$ cat src/rtl/act_pingpong_buffer_pkg.sv
// ============================================================================
// Module      : act_pingpong_buffer_pkg
// Description : Shared defaults and count-width helper for the activation
//               and weight buffers.
// Revision    : 1.0 - initial release
// ============================================================================
`default_nettype none

package act_pingpong_buffer_pkg;

    localparam int c_DEFAULT_DATA_WIDTH = 8;
    localparam int c_DEFAULT_LANES      = 4;
    localparam int c_DEFAULT_DEPTH      = 16;

    // Width needed to hold a count from 0 up to and including depth.
    function automatic int f_cnt_width(input int depth);
        return $clog2(depth + 1);
    endfunction

endpackage

`default_nettype wire

$ cat src/rtl/act_pingpong_buffer_if.sv
// ============================================================================
// Module      : act_pingpong_buffer_if
// Description : Host-stream, swap/replay control and skewed array-feed bus.
// Revision    : 1.0 - initial release
// ============================================================================
`default_nettype none

interface act_pingpong_buffer_if
    import act_pingpong_buffer_pkg::*;
#(
    parameter int DATA_WIDTH = c_DEFAULT_DATA_WIDTH,
    parameter int LANES      = c_DEFAULT_LANES,
    parameter int DEPTH      = c_DEFAULT_DEPTH
);
    localparam int c_CNT_W = f_cnt_width(DEPTH);

    logic [LANES*DATA_WIDTH-1:0] in_data;
    logic                        in_valid;
    logic                        in_ready;
    logic                        swap_req;
    logic                        swap_ack;
    logic                        replay;
    logic                        read_en;
    logic                        rd_empty;
    logic [LANES*DATA_WIDTH-1:0] out_data;
    logic [LANES-1:0]            out_valid;
    logic [c_CNT_W-1:0]          wr_count;
    logic                        active_bank;

    modport master (
        output in_data, in_valid, swap_req, replay, read_en,
        input  in_ready, swap_ack, rd_empty, out_data, out_valid, wr_count, active_bank
    );

    modport slave (
        input  in_data, in_valid, swap_req, replay, read_en,
        output in_ready, swap_ack, rd_empty, out_data, out_valid, wr_count, active_bank
    );

endinterface

`default_nettype wire

$ cat src/rtl/act_pingpong_buffer_skew_line.sv
// ============================================================================
// Module      : act_pingpong_buffer_skew_line
// Description : Free-running N-stage delay line (data plus valid bit).
// Revision    : 1.0 - initial release
// ============================================================================
`default_nettype none

module act_pingpong_buffer_skew_line #(
    parameter int N     = 1,
    parameter int WIDTH = 9
) (
    input  wire              clk,
    input  wire              rst_n,
    input  wire  [WIDTH-1:0] i_d,
    output logic [WIDTH-1:0] o_q
);

    logic [WIDTH-1:0] r_pipe [N];

    always_ff @(posedge clk or negedge rst_n) begin
        if (!rst_n) begin
            for (int i = 0; i < N; i++) r_pipe[i] <= '0;
        end else begin
            r_pipe[0] <= i_d;
            for (int i = 1; i < N; i++) r_pipe[i] <= r_pipe[i-1];
        end
    end

    assign o_q = r_pipe[N-1];

endmodule

`default_nettype wire

$ cat src/rtl/act_pingpong_buffer.sv
// ============================================================================
// Module      : act_pingpong_buffer
// Description : Two-bank ping-pong activation buffer with replay and
//               optional diagonal lane skew toward the systolic array rows.
// Revision    : 1.0 - initial release
// ============================================================================
`default_nettype none

module act_pingpong_buffer
    import act_pingpong_buffer_pkg::*;
#(
    parameter int DATA_WIDTH = c_DEFAULT_DATA_WIDTH,
    parameter int DEPTH      = c_DEFAULT_DEPTH,
    parameter int LANES      = c_DEFAULT_LANES,
    parameter int SKEW       = 1
) (
    input wire                   clk,
    input wire                   rst_n,
    act_pingpong_buffer_if.slave bus
);

    localparam int c_CNT_W = f_cnt_width(DEPTH);
    localparam int c_PTR_W = $clog2(DEPTH);
    localparam int c_W     = LANES * DATA_WIDTH;
    localparam logic [c_CNT_W-1:0] c_DEPTH = c_CNT_W'(DEPTH);
    localparam logic [c_CNT_W-1:0] c_ONE   = c_CNT_W'(1);

    logic [c_W-1:0]     r_mem [2][DEPTH];
    logic               r_active;
    logic [c_CNT_W-1:0] r_wr_count;
    logic [c_CNT_W-1:0] r_rd_fill;
    logic [c_CNT_W-1:0] r_rd_ptr;

    logic               w_in_ready;
    logic               w_wr_fire;
    logic               w_rd_empty;
    logic               w_swap_ack;
    logic               w_replay;
    logic               w_pop;
    logic [c_W-1:0]     w_rd_word;
    logic [DATA_WIDTH:0] w_lane_in  [LANES];
    logic [DATA_WIDTH:0] w_lane_out [LANES];
    logic [c_W-1:0]     w_out_data;
    logic [LANES-1:0]   w_out_valid;

    // Write pointer and write count are the same quantity, so one register serves both.
    assign w_in_ready = (r_wr_count < c_DEPTH);
    assign w_wr_fire  = bus.in_valid && w_in_ready;
    assign w_rd_empty = (r_rd_ptr == r_rd_fill);
    assign w_swap_ack = bus.swap_req && w_rd_empty;
    assign w_replay   = bus.replay && !w_swap_ack && (r_rd_fill != '0);
    assign w_pop      = bus.read_en && !w_rd_empty && !w_replay;
    assign w_rd_word  = r_mem[~r_active][r_rd_ptr[c_PTR_W-1:0]];

    always_ff @(posedge clk) begin
        if (w_wr_fire) r_mem[r_active][r_wr_count[c_PTR_W-1:0]] <= bus.in_data;
    end

    always_ff @(posedge clk or negedge rst_n) begin
        if (!rst_n) begin
            r_active   <= 1'b0;
            r_wr_count <= '0;
            r_rd_fill  <= '0;
            r_rd_ptr   <= '0;
        end else if (w_swap_ack) begin
            // A write landing in the swap cycle belongs to the outgoing bank.
            r_active   <= ~r_active;
            r_rd_fill  <= w_wr_fire ? (r_wr_count + c_ONE) : r_wr_count;
            r_rd_ptr   <= '0;
            r_wr_count <= '0;
        end else begin
            if (w_wr_fire) r_wr_count <= r_wr_count + c_ONE;
            if (w_replay)   r_rd_ptr <= '0;
            else if (w_pop) r_rd_ptr <= r_rd_ptr + c_ONE;
        end
    end

    // Non-pop cycles inject a zero bubble so the free-running lanes stay aligned.
    for (genvar g = 0; g < LANES; g++) begin : g_lane
        localparam int c_STAGES = (SKEW != 0) ? (g + 1) : 1;

        assign w_lane_in[g] = w_pop ? {1'b1, w_rd_word[g*DATA_WIDTH +: DATA_WIDTH]} : '0;

        act_pingpong_buffer_skew_line #(
            .N     (c_STAGES),
            .WIDTH (DATA_WIDTH + 1)
        ) u_skew (
            .clk   (clk),
            .rst_n (rst_n),
            .i_d   (w_lane_in[g]),
            .o_q   (w_lane_out[g])
        );

        assign w_out_data[g*DATA_WIDTH +: DATA_WIDTH] = w_lane_out[g][DATA_WIDTH-1:0];
        assign w_out_valid[g]                         = w_lane_out[g][DATA_WIDTH];
    end

    assign bus.in_ready    = w_in_ready;
    assign bus.swap_ack    = w_swap_ack;
    assign bus.rd_empty    = w_rd_empty;
    assign bus.out_data    = w_out_data;
    assign bus.out_valid   = w_out_valid;
    assign bus.wr_count    = r_wr_count;
    assign bus.active_bank = r_active;

endmodule

`default_nettype wire
$ cat src/flat_wrapper.sv
// flat-port wrapper written by rule: the top's interface ports become plain ports
module act_pingpong_buffer_flat import act_pingpong_buffer_pkg::*;
#(
    parameter int DATA_WIDTH = c_DEFAULT_DATA_WIDTH,
    parameter int DEPTH      = c_DEFAULT_DEPTH,
    parameter int LANES      = c_DEFAULT_LANES,
    parameter int SKEW       = 1
)
  (clk, rst_n, bus_in_data, bus_in_valid, bus_swap_req, bus_replay, bus_read_en, bus_in_ready, bus_swap_ack, bus_rd_empty, bus_out_data, bus_out_valid, bus_wr_count, bus_active_bank);
  act_pingpong_buffer_if #(.DATA_WIDTH(DATA_WIDTH), .LANES(LANES), .DEPTH(DEPTH)) bus_i ();
  input wire clk;
  input wire rst_n;
  input wire logic [$bits(bus_i.in_data)-1:0] bus_in_data;
  input wire logic [$bits(bus_i.in_valid)-1:0] bus_in_valid;
  input wire logic [$bits(bus_i.swap_req)-1:0] bus_swap_req;
  input wire logic [$bits(bus_i.replay)-1:0] bus_replay;
  input wire logic [$bits(bus_i.read_en)-1:0] bus_read_en;
  output wire logic [$bits(bus_i.in_ready)-1:0] bus_in_ready;
  output wire logic [$bits(bus_i.swap_ack)-1:0] bus_swap_ack;
  output wire logic [$bits(bus_i.rd_empty)-1:0] bus_rd_empty;
  output wire logic [$bits(bus_i.out_data)-1:0] bus_out_data;
  output wire logic [$bits(bus_i.out_valid)-1:0] bus_out_valid;
  output wire logic [$bits(bus_i.wr_count)-1:0] bus_wr_count;
  output wire logic [$bits(bus_i.active_bank)-1:0] bus_active_bank;
  assign bus_i.in_data = bus_in_data;
  assign bus_i.in_valid = bus_in_valid;
  assign bus_i.swap_req = bus_swap_req;
  assign bus_i.replay = bus_replay;
  assign bus_i.read_en = bus_read_en;
  assign bus_in_ready = bus_i.in_ready;
  assign bus_swap_ack = bus_i.swap_ack;
  assign bus_rd_empty = bus_i.rd_empty;
  assign bus_out_data = bus_i.out_data;
  assign bus_out_valid = bus_i.out_valid;
  assign bus_wr_count = bus_i.wr_count;
  assign bus_active_bank = bus_i.active_bank;
  act_pingpong_buffer #(.DATA_WIDTH(DATA_WIDTH), .DEPTH(DEPTH), .LANES(LANES), .SKEW(SKEW)) u_core (.clk(clk), .rst_n(rst_n), .bus(bus_i));
endmodule
$ cat config.mk
export PLATFORM = sky130hd
export DESIGN_NAME = act_pingpong_buffer_flat
export DESIGN_NICKNAME = d
export VERILOG_FILES = /design/src/rtl/act_pingpong_buffer_pkg.sv /design/src/rtl/act_pingpong_buffer_if.sv /design/src/rtl/act_pingpong_buffer_skew_line.sv /design/src/rtl/act_pingpong_buffer.sv /design/src/flat_wrapper.sv
export SDC_FILE = /design/constraint.sdc
export NUM_CORES = 1
export LEC_CHECK = 0
export BUFFER_PORTS_ARGS = -buffer_cell sky130_fd_sc_hd__buf_2
export CAP_MARGIN = 20
export CORE_MARGIN = 1.5
export CORE_UTILIZATION = 45
export CTS_BUF_LIST = sky130_fd_sc_hd__clkbuf_4 sky130_fd_sc_hd__clkbuf_8
export DETAILED_ROUTE_END_ITERATION = 8
export PLACE_DENSITY = 0.64
export SYNTH_ARGS = -nofsm -noshare
export SYNTH_HDL_FRONTEND = slang
export SYNTH_SLANG_ARGS = --single-unit
$ cat constraint.sdc
create_clock -name clk -period 3.3 [get_ports clk]
set_clock_uncertainty 0.05 [all_clocks]
set_input_delay 0.165 -clock clk [delete_from_list [all_inputs] [get_ports clk]]
set_output_delay 0.165 -clock clk [all_outputs]
set_load 0.03 [all_outputs]
## After elaboration in Yosys (flattened, before gate mapping)

Memories as Yosys holds them, arrays and structs flattened.
Index checks and enable logic that the tools add are counted.

- Bits in registers: 106
- Memory bits (writable): 1024
- Input port bits: 38
- Memories kept: 1

Memory list:

| memory | depth | width | read ports | clocked after memory_dff | wr ports | line | text |
|---|---|---|---|---|---|---|---|
| u_core.r_mem | 2 | 512 | 1 | 0 | 1 | act_pingpong_buffer.sv:28 | `logic [c_W-1:0] r_mem [2][DEPTH];` |

- Add/subtract/negate cells: 2
- Order comparisons: 4
- Equality and inequality tests: 1
- Mux-type cells: 16
- Bitwise operators: 3
- Reduce and logical (&&, ||, !) cells: 12

Operators by type and width:

| kind | count |
|---|---|
| 512-bit 2-to-1 mux | 1 |
| 32-bit binary-select mux with 4-bit select | 1 |
| 32-bit demux with 4-bit select | 1 |
| 32-bit 2-to-1 mux | 3 |
| 9-bit 2-to-1 mux | 4 |
| 5-bit 2-to-1 mux | 5 |
| 5-bit by 1-bit adder with 5-bit output (second input constant) | 2 |
| 5-bit >= comparator (second input constant) | 2 |
| 4-bit NOT with 5-bit output | 2 |
| 1-bit logical AND | 7 |
| 5-bit equality test | 1 |
| 5-bit by 1-bit < comparator with 1-bit output (second input constant) | 1 |
| 5-bit < comparator (second input constant) | 1 |
| 5-bit nonzero test | 1 |
| 1-bit logical NOT | 3 |
| 3-bit nonzero test | 1 |
| 1-bit 2-to-1 mux | 1 |
| 1-bit NOT | 1 |

## Logic depth before layout (Yosys ltp)

- Depth after elaboration: 10
- Mapped depth: 7
- Depth with buffers taken out: 5

## Cells and area by module

Synthesis repeated with hierarchy kept, for this count alone.

- Cell total of the unflattened synthesis: 1855
- Area total of the unflattened synthesis: 41941.5 µm²

By module, submodules not included:

| module | times used | cells each | area an instance (µm²) |
|---|---|---|---|
| act_pingpong_buffer | 1 | 1738 | 39486.6 |
| act_pingpong_buffer_skew_line at u_core.g_lane[3].u_skew | 1 | 45 | 968.4 |
| act_pingpong_buffer_skew_line at u_core.g_lane[2].u_skew | 1 | 36 | 743.2 |
| act_pingpong_buffer_skew_line at u_core.g_lane[1].u_skew | 1 | 27 | 518.0 |
| act_pingpong_buffer_skew_line at u_core.g_lane[0].u_skew | 1 | 9 | 225.2 |

## Least setup slack after synthesis

OpenSTA, ideal clock, no wires.

- Path kind: register to register
- Start: reg u_core.r_active (netlist: u_core.bus.active_bank)
- End: mem u_core.r_mem[0][288] (netlist bit) (enable)
- Arrival time: 2.917 ns
- Slack: -0.088 ns
- Stages on the path, launching flop included: 6
- Period minus slack after synthesis: 3.388 ns
- Cells stage by stage: dfrtp_1 -> clkbuf_1 -> clkbuf_1 -> clkbuf_1 -> or3b_2 -> nor2_1

RTL lines:

| what | line | text |
|---|---|---|
| start, declared | act_pingpong_buffer.sv:29 | `logic r_active;` |
| start signal, assigned | act_pingpong_buffer.sv:67 | `r_active <= ~r_active;` |
| end, declared | act_pingpong_buffer.sv:28 |  |

Straight into the memory's write port.

## Worst setup path after layout

- Start: reg u_core.r_rd_ptr[2]
- End: out bus_swap_ack

- Word-level cells in the longest chain between the ends: 2

Ends and longest elaborated chain:

| what | line | text |
|---|---|---|
| start, declared | act_pingpong_buffer.sv:32 | `logic [c_CNT_W-1:0] r_rd_ptr;` |
| start signal, assigned | act_pingpong_buffer.sv:74 | `else if (w_pop) r_rd_ptr <= r_rd_ptr + c_ONE;` |
| 5-bit equality test | act_pingpong_buffer.sv:49 | `assign w_rd_empty = (r_rd_ptr == r_rd_fill);` |
| 1-bit logical AND | act_pingpong_buffer.sv:50 | `assign w_swap_ack = bus.swap_req && w_rd_empty;` |
| end, declared | flat_wrapper.sv:19 | `output wire logic [$bits(bus_i.swap_ack)-1:0] bus_swap_ack;` |

No other way between the ends.

==> run_results.csv <==
group,metric,value,unit
run_status,status,"completed",
synthesis,synth_nets,1902,
cts,clk_pin_slew,0.06,ns
grt,antenna_found_initial,3,
critical_path,crit_fanout,12,
placement,gp_congestion,0.7559,
finish,nets,2167,
routing,via_count,20250,
run,cap_violations,0,
critical_path,worstPathRequired,3.08,ns
finish,regArea,33260,um^2
finish,fin_area,48680,um^2
sta,fin_crit_sh,94.06,%
finish,multiInputGateArea,8272,um^2
routing,final_antenna_net_count,0,
routing,wl_met3,6295,um
hold_path,hp-class,"in2reg",
critical_path,start_kind,"flip-flop",
routing,wl_met2,51990,um
sta,tightest_slew,0.9648,ns
placement,dp_hpwl,51440,um
power_and_ir_drop,irDropWorstVdd,0.3832,mV
synthesis,ys_seq_area_share,79.32,%
sta,min_period,3.104,ns
floorplanning,die_area,95000,um^2
sta,rsz0062_at_grt,"false",
power_and_ir_drop,p_per_area,750.8,nW/um^2
synthesis,syn_inst,1859,
cts,post-cts-setup-buffers,0,
sta,setup_violations,0,
cts,cts_sinks,1124,
power_and_ir_drop,power,36.55,mW
critical_path,crit_type,"reg2out",
routing,drt_first_iter_violations,2097,
floorplanning,rows,111,
routing,drc_errors,0,
cts,clock_path_buffers,3,
synthesis,ys_types,36,
routing,highest_layer,"met5",
sta,fmax,322.2,MHz
floorplanning,core-area,91940,um^2
sta,slew_headroom,35.68,%
synthesis,ys_ff_latch,1124,
routing,routedLengthMet1,40290,um
cts,htreeDepth,4,
cts,cts_buffers,173,
sta,hold_viol,0,
cts,root_buffer,"clkbuf_8",
floorplanning,die_y,308.2,um
finish,nFillCells,7068,
routing,drt-total-wl,101200,um
synthesis,ys_warn_count,0,
routing,drt_first_pass_iters,7,
routing,wl_per_cell,28.82,um
cts,clk_latency,0.84,ns
routing,viasPerCell,5.768,
grt,grt_first_pass_wirelength,147200,um
grt,grt_pass1_vias,21490,
cts,cts_tree,"done",
finish,drive_above_1_share,33.92,%
synthesis,syn-cell-area,41920,um^2
sta,timing.final.ws_setup,0.1959,ns
placement,place_ws,0.5900,ns
sta,slew_violations,0,
grt,overflow,0,
grt,grtUsageTotal,21.84,%
placement,port-buffer-count,82,
finish,area_growth,16.11,%
critical_path,critPathCaptureType,"primary output",
synthesis,syn_area_per_cell,22.55,um^2
floorplanning,start_util,45.60,%
grt,grt_max_degree,109,
placement,place_area,44720,um^2
power_and_ir_drop,p_leak,15.99,nW
floorplanning,ios,83,
critical_path,critPathArrivalTime,2.89,ns
floorplanning,die_w,308.2,um
per-layer routing:
| layer | vias to the layer above | GRT usage, % |
|---|---|---|
| li1 | 8341 | - |
| met1 | 10890 | 28.73 |
| met2 | 824 | 37.22 |
| met3 | 195 | 3.800 |
| met4 | 2 | 6.839 |
| met5 | - | 0 |
stage by stage:
| step | TNS (ns) | util (%) | std cells | hold slack [ns] |
|---|---|---|---|---|
| global route | 0 | 52.94 | 3511 | 0.2242 |
| CTS | 0 | 52.94 | 3510 | 0.1476 |
| finish | 0 | 52.94 | 3511 | 0.2086 |
| floorplan | -8.333 | - | 1859 | -0.1806 |
| global placement | 0 | 48.64 | 3150 | 0.2824 |
| detailed placement | 0 | 48.64 | 3150 | 0.2847 |
synth_stat cells:
master     count  share of area, %
edfxtp_1    1024                73
mux4_2       256                14
a22oi_1      128               2.3
dfrtp_1      100               6.0
nand2_1       77              0.69
clkbuf_1      56              0.50
nor2_1        42              0.38
a22o_1        35              0.73
buf_2         31              0.37
buf_4         28              0.50
a21oi_1       11              0.13
buf_1         11             0.098
xor2_1         8              0.17
a31oi_1        5             0.075
ha_1           5              0.15
inv_1          5             0.045
nand4b_1       5              0.10
buf_6          3             0.081
nand3b_1       3             0.054
nand4_1        3             0.045
nor2b_1        3             0.045
a2111oi_4      2              0.13
a22o_2         2             0.048
and2_1         2             0.030
nand2b_1       2             0.030
or2_2          2             0.030
a41oi_1        1             0.021
and3_1         1             0.015
nand3_1        1             0.012
nor3_1         1             0.012
nor3_2         1             0.024
o21a_4         1             0.036
or3_1          1             0.015
or3b_2         1             0.021
or4_4          1             0.027
xnor2_1        1             0.021
registers in the layout, indices dropped and copies added (netlist names):
signal / cells
u_core.g_lane.u_skew.o_q: 36
u_core.bus.active_bank: 1
u_core.g_lane.u_skew.r_pipe: 48
u_core.r_rd_fill: 5
u_core.r_mem: 1024
u_core.bus.wr_count: 5
u_core.r_rd_ptr: 5
cell type report:
type,instances,area share [%]
repair buffers,219,4.187
diodes,1,0.005141
clock buffers,252,6.264
inverters,5,0.03856
multi-input cells,601,16.99
clock inverters,66,0.9871
well taps,1243,3.195
flip-flops and latches,1124,68.33
worst paths after layout:
path	start	endpoint	slack (ns)	depth (start not counted)
worst max-delay path	u_core.r_rd_ptr[2]	bus_swap_ack	0.20	4
worst min-delay path	bus_replay	u_core.r_rd_ptr[2]	0.21	4
worst max register to register	u_core.bus.active_bank	u_core.g_lane[3].u_skew.r_pipe[28]	0.61	5
worst min register to register	u_core.g_lane[3].u_skew.r_pipe[29]	u_core.g_lane[3].u_skew.r_pipe[20]	0.29	0
max in group asynchronous	rst_n	u_core.r_rd_ptr[0]	1.11	4
min in group asynchronous	rst_n	u_core.g_lane[1].u_skew.o_q[6]	0.51	3
critical path, stage by stage (launching register included):
cell	delay [ns]
dfrtp_1	0.61
xor2_1	0.17
nor3_4	0.49
and3_1	0.52
buf_2	0.28
logic make-up after synthesis:
group                      Yosys count  synth area share (%)
AOI/OAI and AO/OA                  185                 3.465
xor gates and xnor gates             9                0.1880
adders and majority gates            5                0.1492
buffers and inverters              134                 1.597
DFF                               1124                 79.32
muxes                              256                 13.75
and+or+nand+nor                    146                 1.528
where the power goes:
group          internal (mW)  switching, mW  total (mW)
sequential              16.5          0.484        17.0
combinational           3.64           4.21        7.84
clock                   6.31           5.37        11.7
total                   26.5           10.1        36.5
placed cells by master, fill, tap and decap left out, types with 5 or more instances in the layout:
cell type / count
clkbuf_8: 185
mux4_2: 256
nand2_1: 77
xor2_1: 8
nor2_4: 33
a21oi_1: 11
clkinv_2: 19
a31oi_1: 5
dfrtp_1: 98
a22oi_1: 128
a22o_1: 35
inv_1: 5
clkinv_1: 30
edfxtp_1: 1024
buf_12: 39
ha_1: 5
buf_2: 81
nand4b_1: 5
nor2_1: 9
dlygate4sd3_1: 42
clkbuf_4: 67
buf_4: 56
repair_timing:
action,in CTS,in global routing
gates resized for setup,1,0
hold buffers,42,0
setup endpoints to repair,1,0
hold endpoints to repair,1125,0
Note: power is estimated with default switching activity, not from simulation.
